[config.mk]
export PLATFORM = sky130hd
export DESIGN_NAME = ps2_host_tx
export DESIGN_NICKNAME = d
export VERILOG_FILES = /design/src/rtl/ps2_pkg.sv /design/src/rtl/ps2_line_filter.sv /design/src/rtl/ps2_host_tx.sv
export SDC_FILE = /design/constraint.sdc
export NUM_CORES = 1
export LEC_CHECK = 0
export BUFFER_PORTS_ARGS = -buffer_cell sky130_fd_sc_hd__buf_4
export CAP_MARGIN = 20
export CORE_MARGIN = 2
export CORE_UTILIZATION = 52
export CTS_CLUSTER_DIAMETER = 60
export CTS_CLUSTER_SIZE = 16
export DETAILED_ROUTE_END_ITERATION = 10
export GPL_ROUTABILITY_DRIVEN = 0
export PLACE_DENSITY = 0.68
export SETUP_SLACK_MARGIN = 0.1
export SLEW_MARGIN = 5
export SYNTH_ARGS = -nofsm -noshare
export SYNTH_HDL_FRONTEND = slang
export SYNTH_SLANG_ARGS = --single-unit
[constraint.sdc]
create_clock -name clk -period 4.5 [get_ports clk]
set_input_delay 1.35 -clock clk [delete_from_list [all_inputs] [get_ports clk]]
set_output_delay 1.35 -clock clk [all_outputs]
set_load 0.1 [all_outputs]
[src/rtl/ps2_pkg.sv]
// Shared PS/2 definitions: transmitter state encoding, frame constants and
// default inhibit/timeout values used by both the host transmitter and receiver.
package ps2_pkg;

  // Host-to-device transmit sequence.
  typedef enum logic [2:0] {
    ST_IDLE     = 3'd0,
    ST_INHIBIT  = 3'd1,
    ST_START    = 3'd2,
    ST_DATA     = 3'd3,
    ST_PARITY   = 3'd4,
    ST_STOP     = 3'd5,
    ST_ACK_WAIT = 3'd6
  } tx_state_t;

  // Data bits per PS/2 frame and the width of a counter that can hold that value.
  localparam int BITS_PER_BYTE = 8;
  localparam int BIT_CNT_W     = 4;

  // Consecutive identical samples required before the filtered line level changes.
  localparam int FILTER_LEN = 4;

  // Defaults sized for a 7.88 MHz dot clock.
  localparam int DEF_INHIBIT_CYCLES = 1024;    // >= 100 us clock inhibit
  localparam int DEF_TIMEOUT_CYCLES = 131072;  // ~16.6 ms device silence limit
  localparam int DEF_TO_W           = 17;

  // PS/2 uses odd parity: the parity bit makes the count of ones in data+parity odd.
  function automatic logic odd_parity(input logic [7:0] data);
    return ~^data;
  endfunction

endpackage

[src/rtl/ps2_line_filter.sv]
// Conditions one raw open-drain PS/2 line: two-flop synchroniser, a
// FILTER_LEN-sample glitch filter, and a one-cycle strobe on a filtered 1->0 edge.
module ps2_line_filter
  import ps2_pkg::*;
(
  input  logic clk,
  input  logic rstn,
  input  logic line_i,
  output logic level,
  output logic fall
);

  logic [1:0]            sync_q;
  logic [FILTER_LEN-1:0] hist_q;

  // Synchronise, keep a short sample history and only follow the line once it is stable.
  always_ff @(posedge clk) begin
    if (!rstn) begin
      // NOTE: the filter resets to the idle-high level so leaving reset never fakes an edge.
      sync_q <= '1;
      hist_q <= '1;
      level  <= 1'b1;
      fall   <= 1'b0;
    end else begin
      // NOTE: non-blocking assignments let each stage read the previous stage's old value,
      // which is exactly what a shift chain needs; blocking ones would collapse the chain.
      sync_q <= {sync_q[0], line_i};
      hist_q <= {hist_q[FILTER_LEN-2:0], sync_q[1]};
      fall   <= 1'b0;
      if (&hist_q) begin
        level <= 1'b1;
      end else if (~|hist_q) begin
        level <= 1'b0;
        fall  <= level;
      end
    end
  end

endmodule

[src/rtl/ps2_host_tx.sv]
// PS/2 host-to-device transmitter. Inhibits the bus, issues a start bit, then
// shifts data, odd parity and stop out on device clock falls, checks the
// device ACK and waits for both lines to return high. Lines are open-drain:
// an *_oe of 1 pulls the line low.
module ps2_host_tx
  import ps2_pkg::*;
#(
  parameter int INHIBIT_CYCLES = DEF_INHIBIT_CYCLES,
  parameter int TIMEOUT_CYCLES = DEF_TIMEOUT_CYCLES,
  parameter int TO_W           = DEF_TO_W
) (
  input  logic       clk,
  input  logic       rstn,
  input  logic [7:0] tx_data,
  input  logic       tx_start,
  input  logic       ps2c_i,
  input  logic       ps2d_i,
  output logic       ps2c_oe,
  output logic       ps2d_oe,
  output logic       tx_busy,
  output logic       tx_done_tick,
  output logic       tx_err_tick
);

  localparam logic [TO_W-1:0]      INHIBIT_LAST = TO_W'(INHIBIT_CYCLES - 1);
  localparam logic [TO_W-1:0]      TIMEOUT_LAST = TO_W'(TIMEOUT_CYCLES - 1);
  localparam logic [BIT_CNT_W-1:0] LAST_BIT     = BIT_CNT_W'(BITS_PER_BYTE);

  tx_state_t            state;
  logic [7:0]           shreg;
  logic                 par_q;
  logic [BIT_CNT_W-1:0] bitcnt;
  logic [TO_W-1:0]      cnt;

  logic clk_level;
  logic clk_fall;
  logic data_level;
  logic unused_data_fall;  // the transmitter never needs data-line edges

  ps2_line_filter u_clk_filt (
    .clk    (clk),
    .rstn   (rstn),
    .line_i (ps2c_i),
    .level  (clk_level),
    .fall   (clk_fall)
  );

  ps2_line_filter u_data_filt (
    .clk    (clk),
    .rstn   (rstn),
    .line_i (ps2d_i),
    .level  (data_level),
    .fall   (unused_data_fall)
  );

  // Frame sequencer: one register set for state, shift data, counters and all outputs.
  always_ff @(posedge clk) begin
    if (!rstn) begin
      state        <= ST_IDLE;
      shreg        <= '0;
      par_q        <= 1'b0;
      bitcnt       <= '0;
      cnt          <= '0;
      ps2c_oe      <= 1'b0;
      ps2d_oe      <= 1'b0;
      tx_busy      <= 1'b0;
      tx_done_tick <= 1'b0;
      tx_err_tick  <= 1'b0;
    end else begin
      tx_done_tick <= 1'b0;
      tx_err_tick  <= 1'b0;

      unique case (state)
        ST_IDLE: begin
          ps2c_oe <= 1'b0;
          ps2d_oe <= 1'b0;
          cnt     <= '0;
          if (tx_start) begin
            shreg   <= tx_data;
            par_q   <= odd_parity(tx_data);
            bitcnt  <= '0;
            tx_busy <= 1'b1;
            ps2c_oe <= 1'b1;   // inhibit starts on the accept edge
            state   <= ST_INHIBIT;
          end
        end

        ST_INHIBIT: begin
          // Clock held low; the start bit goes out while the clock is still held,
          // and the clock is released one cycle later on entry to START.
          if (cnt == INHIBIT_LAST) begin
            cnt     <= '0;
            ps2d_oe <= 1'b1;
            state   <= ST_START;
          end else begin
            cnt <= cnt + TO_W'(1);
          end
        end

        // START..ACK_WAIT share the device-silence timeout; an unused encoding
        // also lands here and drains to IDLE through the timeout.
        default: begin
          ps2c_oe <= 1'b0;
          if (cnt == TIMEOUT_LAST) begin
            ps2d_oe     <= 1'b0;
            tx_err_tick <= 1'b1;
            tx_busy     <= 1'b0;
            cnt         <= '0;
            state       <= ST_IDLE;
          end else if (state == ST_ACK_WAIT) begin
            cnt <= clk_fall ? '0 : cnt + TO_W'(1);
            if (clk_level && data_level) begin
              tx_done_tick <= 1'b1;
              tx_busy      <= 1'b0;
              cnt          <= '0;
              state        <= ST_IDLE;
            end
          end else if (clk_fall) begin
            // Every device clock fall restarts the silence timer and advances the frame.
            cnt <= '0;
            case (state)
              ST_START: begin
                ps2d_oe <= ~shreg[0];
                shreg   <= shreg >> 1;
                bitcnt  <= BIT_CNT_W'(1);
                state   <= ST_DATA;
              end
              ST_DATA: begin
                if (bitcnt == LAST_BIT) begin
                  ps2d_oe <= ~par_q;
                  state   <= ST_PARITY;
                end else begin
                  ps2d_oe <= ~shreg[0];
                  shreg   <= shreg >> 1;
                  bitcnt  <= bitcnt + BIT_CNT_W'(1);
                end
              end
              ST_PARITY: begin
                ps2d_oe <= 1'b0;   // stop bit is the released line
                state   <= ST_STOP;
              end
              ST_STOP: begin
                // The device must be holding data low as its ACK on this fall.
                if (data_level) begin
                  tx_err_tick <= 1'b1;
                  tx_busy     <= 1'b0;
                  state       <= ST_IDLE;
                end else begin
                  state <= ST_ACK_WAIT;
                end
              end
              default: ;
            endcase
          end else begin
            cnt <= cnt + TO_W'(1);
          end
        end
      endcase
    end
  end

endmodule

==> impl_metrics.toml <==
[drt]
wirelength_um = 4600
drt_iter0_drc = 169
routedWlPerCell_um = 13.0
detail-route-antenna-nets = 0
drc = 0
num_vias = 1901
drt_pass1_iterations = 4
viasPerCell = 5.37

[timing]
slew_violations = 0
post-route-period-util_pct = 64.4
worst_slew_pin_slew_ps = 599
period_needed_ps = 2900
finalClockSkew_ps = 2.92
worst_slack_ps = 1600
hold_viol = 0
timing.fmax_mhz = 345
tns_ps = 0
rsz0062_at_grt = "false"
relSlewSlack_pct = 60.1
finalSetupViolations = 0

[clocking]
cts_buffer_depth = 2
cts_tree = "yes"
postCtsSetupBuffers = 0
htree_levels = 2
clkTransAtPathRegs_ps = 90
holdBufCountCts = 0
cts_buffers = 5
clk_latency_ps = 300
cts_sinks = 53
root_buffer = "clkbuf_8"
post_cts_resized = 0

[critical_path]
crit_type = "register to register"
max_stage_delay_ps = 410
worstPathMaxFanout = 7
crit_required_ps = 4740
cp-start-kind = "register"
cp.arrival_ps = 3130
worst_path_max_delay_cell = "nor4_4"
path_cells = "ha_1 -> nand3_2 -> nor4_4 -> and3_2 -> ha_1 -> or4bb_1 -> a21oi_1 -> nand4b_1 -> or3_1 -> a21boi_1"
crit_buf_inv = 0
cp_common_cell = "ha_1"
critPathTopFamily = "simple AND/OR/NAND/NOR gates"
end_kind = "register"

[yosys]
synth_edf_count = 0
yosys.cell_count.top_type = "dfxtp_1"
ys_warn_count = 0
yosysTopAreaCellShare_pct = 41.6
synthCells = 276
yosys.area.top_type = "dfxtp_1"
ys_types = 55
seq_area_frac_synth_pct = 41.6
synth_fp_nets = 294
ys_ff_latch = 53
async_flop_share_pct = 0
yosys-top-cells-count = "dfxtp_1 (53), nand2_1 (24), nand2b_1 (18)"
syn_area_per_cell_um2 = 9.23
synthFlopType = "dfxtp_1"
syn-cell-area_um2 = 2550
synth_top_cells_by_area = "dfxtp_1 (42%), nand2b_1 (4.4%), xnor2_1 (3.8%), nand2_1 (3.5%), xor2_1 (3.4%)"

[job]
maxCapViolations = 0

[global_routing]
antenna_found_initial = 0
grt_pass1_vias = 1724
grt_pass1_wl_um = 7730
overflow = 0
track_usage_pct = 18.1
grt_max_degree = 41

[worst_hold_path]
worst_hold_path_type = "register to register"

[die]
io_pins = 18
rows = 25
die-area_um2 = 5480
start_util_pct = 54.0
core_area_um2 = 4720
chipHeight_um = 74.0
die_w_um = 74.0

[final_layout]
syn_to_final_growth_pct = 8.69
antenna_cells = 0
nets = 304
final_util_pct = 58.6
regArea_um2 = 1060
fill_cells = 454
layout-drive-gt1-share_pct = 15.3
multi_input_area_um2 = 1380

[placed_design]
dp_slack_ps = 1620
portBuffers = 17
dp_hpwl_um = 3190

[power_and_ir_drop]
vdd_drop_max_mv = 0.253
p_total_mw = 1.34
pwr_density_cell_nw_per_um2 = 483
p_leak_nw = 1.09

[outcome]
outcome = "completed"
==> per-layer routing <==
metal / vias to the layer above / global-route usage, % / wire length (um)
li1: 980 / - / -
met1: 896 / 23.5 / 2200
met2: 20 / 29.8 / 2200
met4: 0 / 6.67 / 70
met3: 5 / 3.66 / 124
met5: - / 0 / 0
==> cells in the final DEF, fill, tap and decap left out, types with 2 or more instances in the layout <==
cell type	Yosys	routed
dfxtp_1	53	53
and3b_1	2	2
a31oi_1	4	4
a41oi_1	2	2
nor2_2	10	10
or3_1	4	4
nor4_1	3	3
clkinv_2	0	2
nand2_1	24	24
nand4b_1	2	2
mux2i_1	8	8
xor2_1	10	10
a21oi_1	7	7
o21ai_0	14	14
nand4_1	2	2
nor3_1	2	2
buf_4	0	18
clkbuf_8	0	5
ha_1	5	5
xnor2_1	11	11
nand3_1	11	11
o211a_1	8	8
and3_1	2	2
nand2b_1	18	18
nor3b_1	2	2
and4_1	2	2
nand3b_1	2	2
nor2_1	17	17
inv_1	8	8
nor2b_1	3	3
==> worst reg2reg max path: stages, from the launching register on <==
cell and delay [ps]:
dfxtp_1 390, ha_1 220, nand3_2 150, nor4_4 410, and3_2 270, ha_1 290
or4bb_1 200, a21oi_1 70, nand4b_1 300, or3_1 410, a21boi_1 140
==> state kept, by name, summed over array words and instances, names as in the netlist, 2 cells and up <==
name	cells
u_clk_filt.hist_q	4
shreg	8
state	3
u_data_filt.hist_q	4
cnt	17
u_clk_filt.sync_q	2
bitcnt	4
u_data_filt.sync_q	2
==> report_power, final <==
group	switching [mW]	internal [mW]
Combinational	0.294	0.191
Sequential	0.0715	0.525
Clock	0.147	0.108
==> metrics by stage <==
stage	hold WS (ps)	cell area, um2	cells
6_report	415	2770	354
5_1_grt	430	2770	354
4_1_cts	419	2770	354
3_5_place_dp	396	2690	346
3_3_place_gp	389	2690	346
2_1_floorplan	386	2550	276
==> final timing paths <==
kind	to	cells after the start	startpoint	slack, ps
worst max-delay path	state[2]$_SDFFE_PN0P_	10	cnt[0]$_SDFF_PN0_	1600
worst min-delay path	u_data_filt.hist_q[0]$_SDFF_PN1_	1	u_data_filt.sync_q[1]$_SDFF_PN1_	410
worst max register to register	state[2]$_SDFFE_PN0P_	10	cnt[0]$_SDFF_PN0_	1600
worst min register to register	u_data_filt.hist_q[0]$_SDFF_PN1_	1	u_data_filt.sync_q[1]$_SDFF_PN1_	410
==> kinds of logic (layout without fill, tap and decap cells) <==
group | Yosys count | after routing | synth area share (%)
AND/OR/NAND/NOR | 115 | 115 | 26.3
flip-flops | 53 | 53 | 41.6
AO/OA/AOI/OAI | 50 | 50 | 14.6
buffers and inverters | 23 | 34 | 4.32
XOR/XNOR | 21 | 21 | 7.22
multiplexers | 8 | 8 | 3.14
adder cells (fa/ha/maj) | 6 | 6 | 2.85
==> layout make-up <==
| cell class | instances | share of cell area [%] |
|---|---|---|
| sequential | 53 | 38.3 |
| tap | 67 | 3.03 |
| timing repair buffer | 18 | 4.88 |
| multi-input combinational | 200 | 49.7 |
| clock buffer | 6 | 2.62 |
| inverter | 8 | 1.08 |
| clock inverter | 2 | 0.361 |
Note: power is estimated with default switching activity, not from simulation.
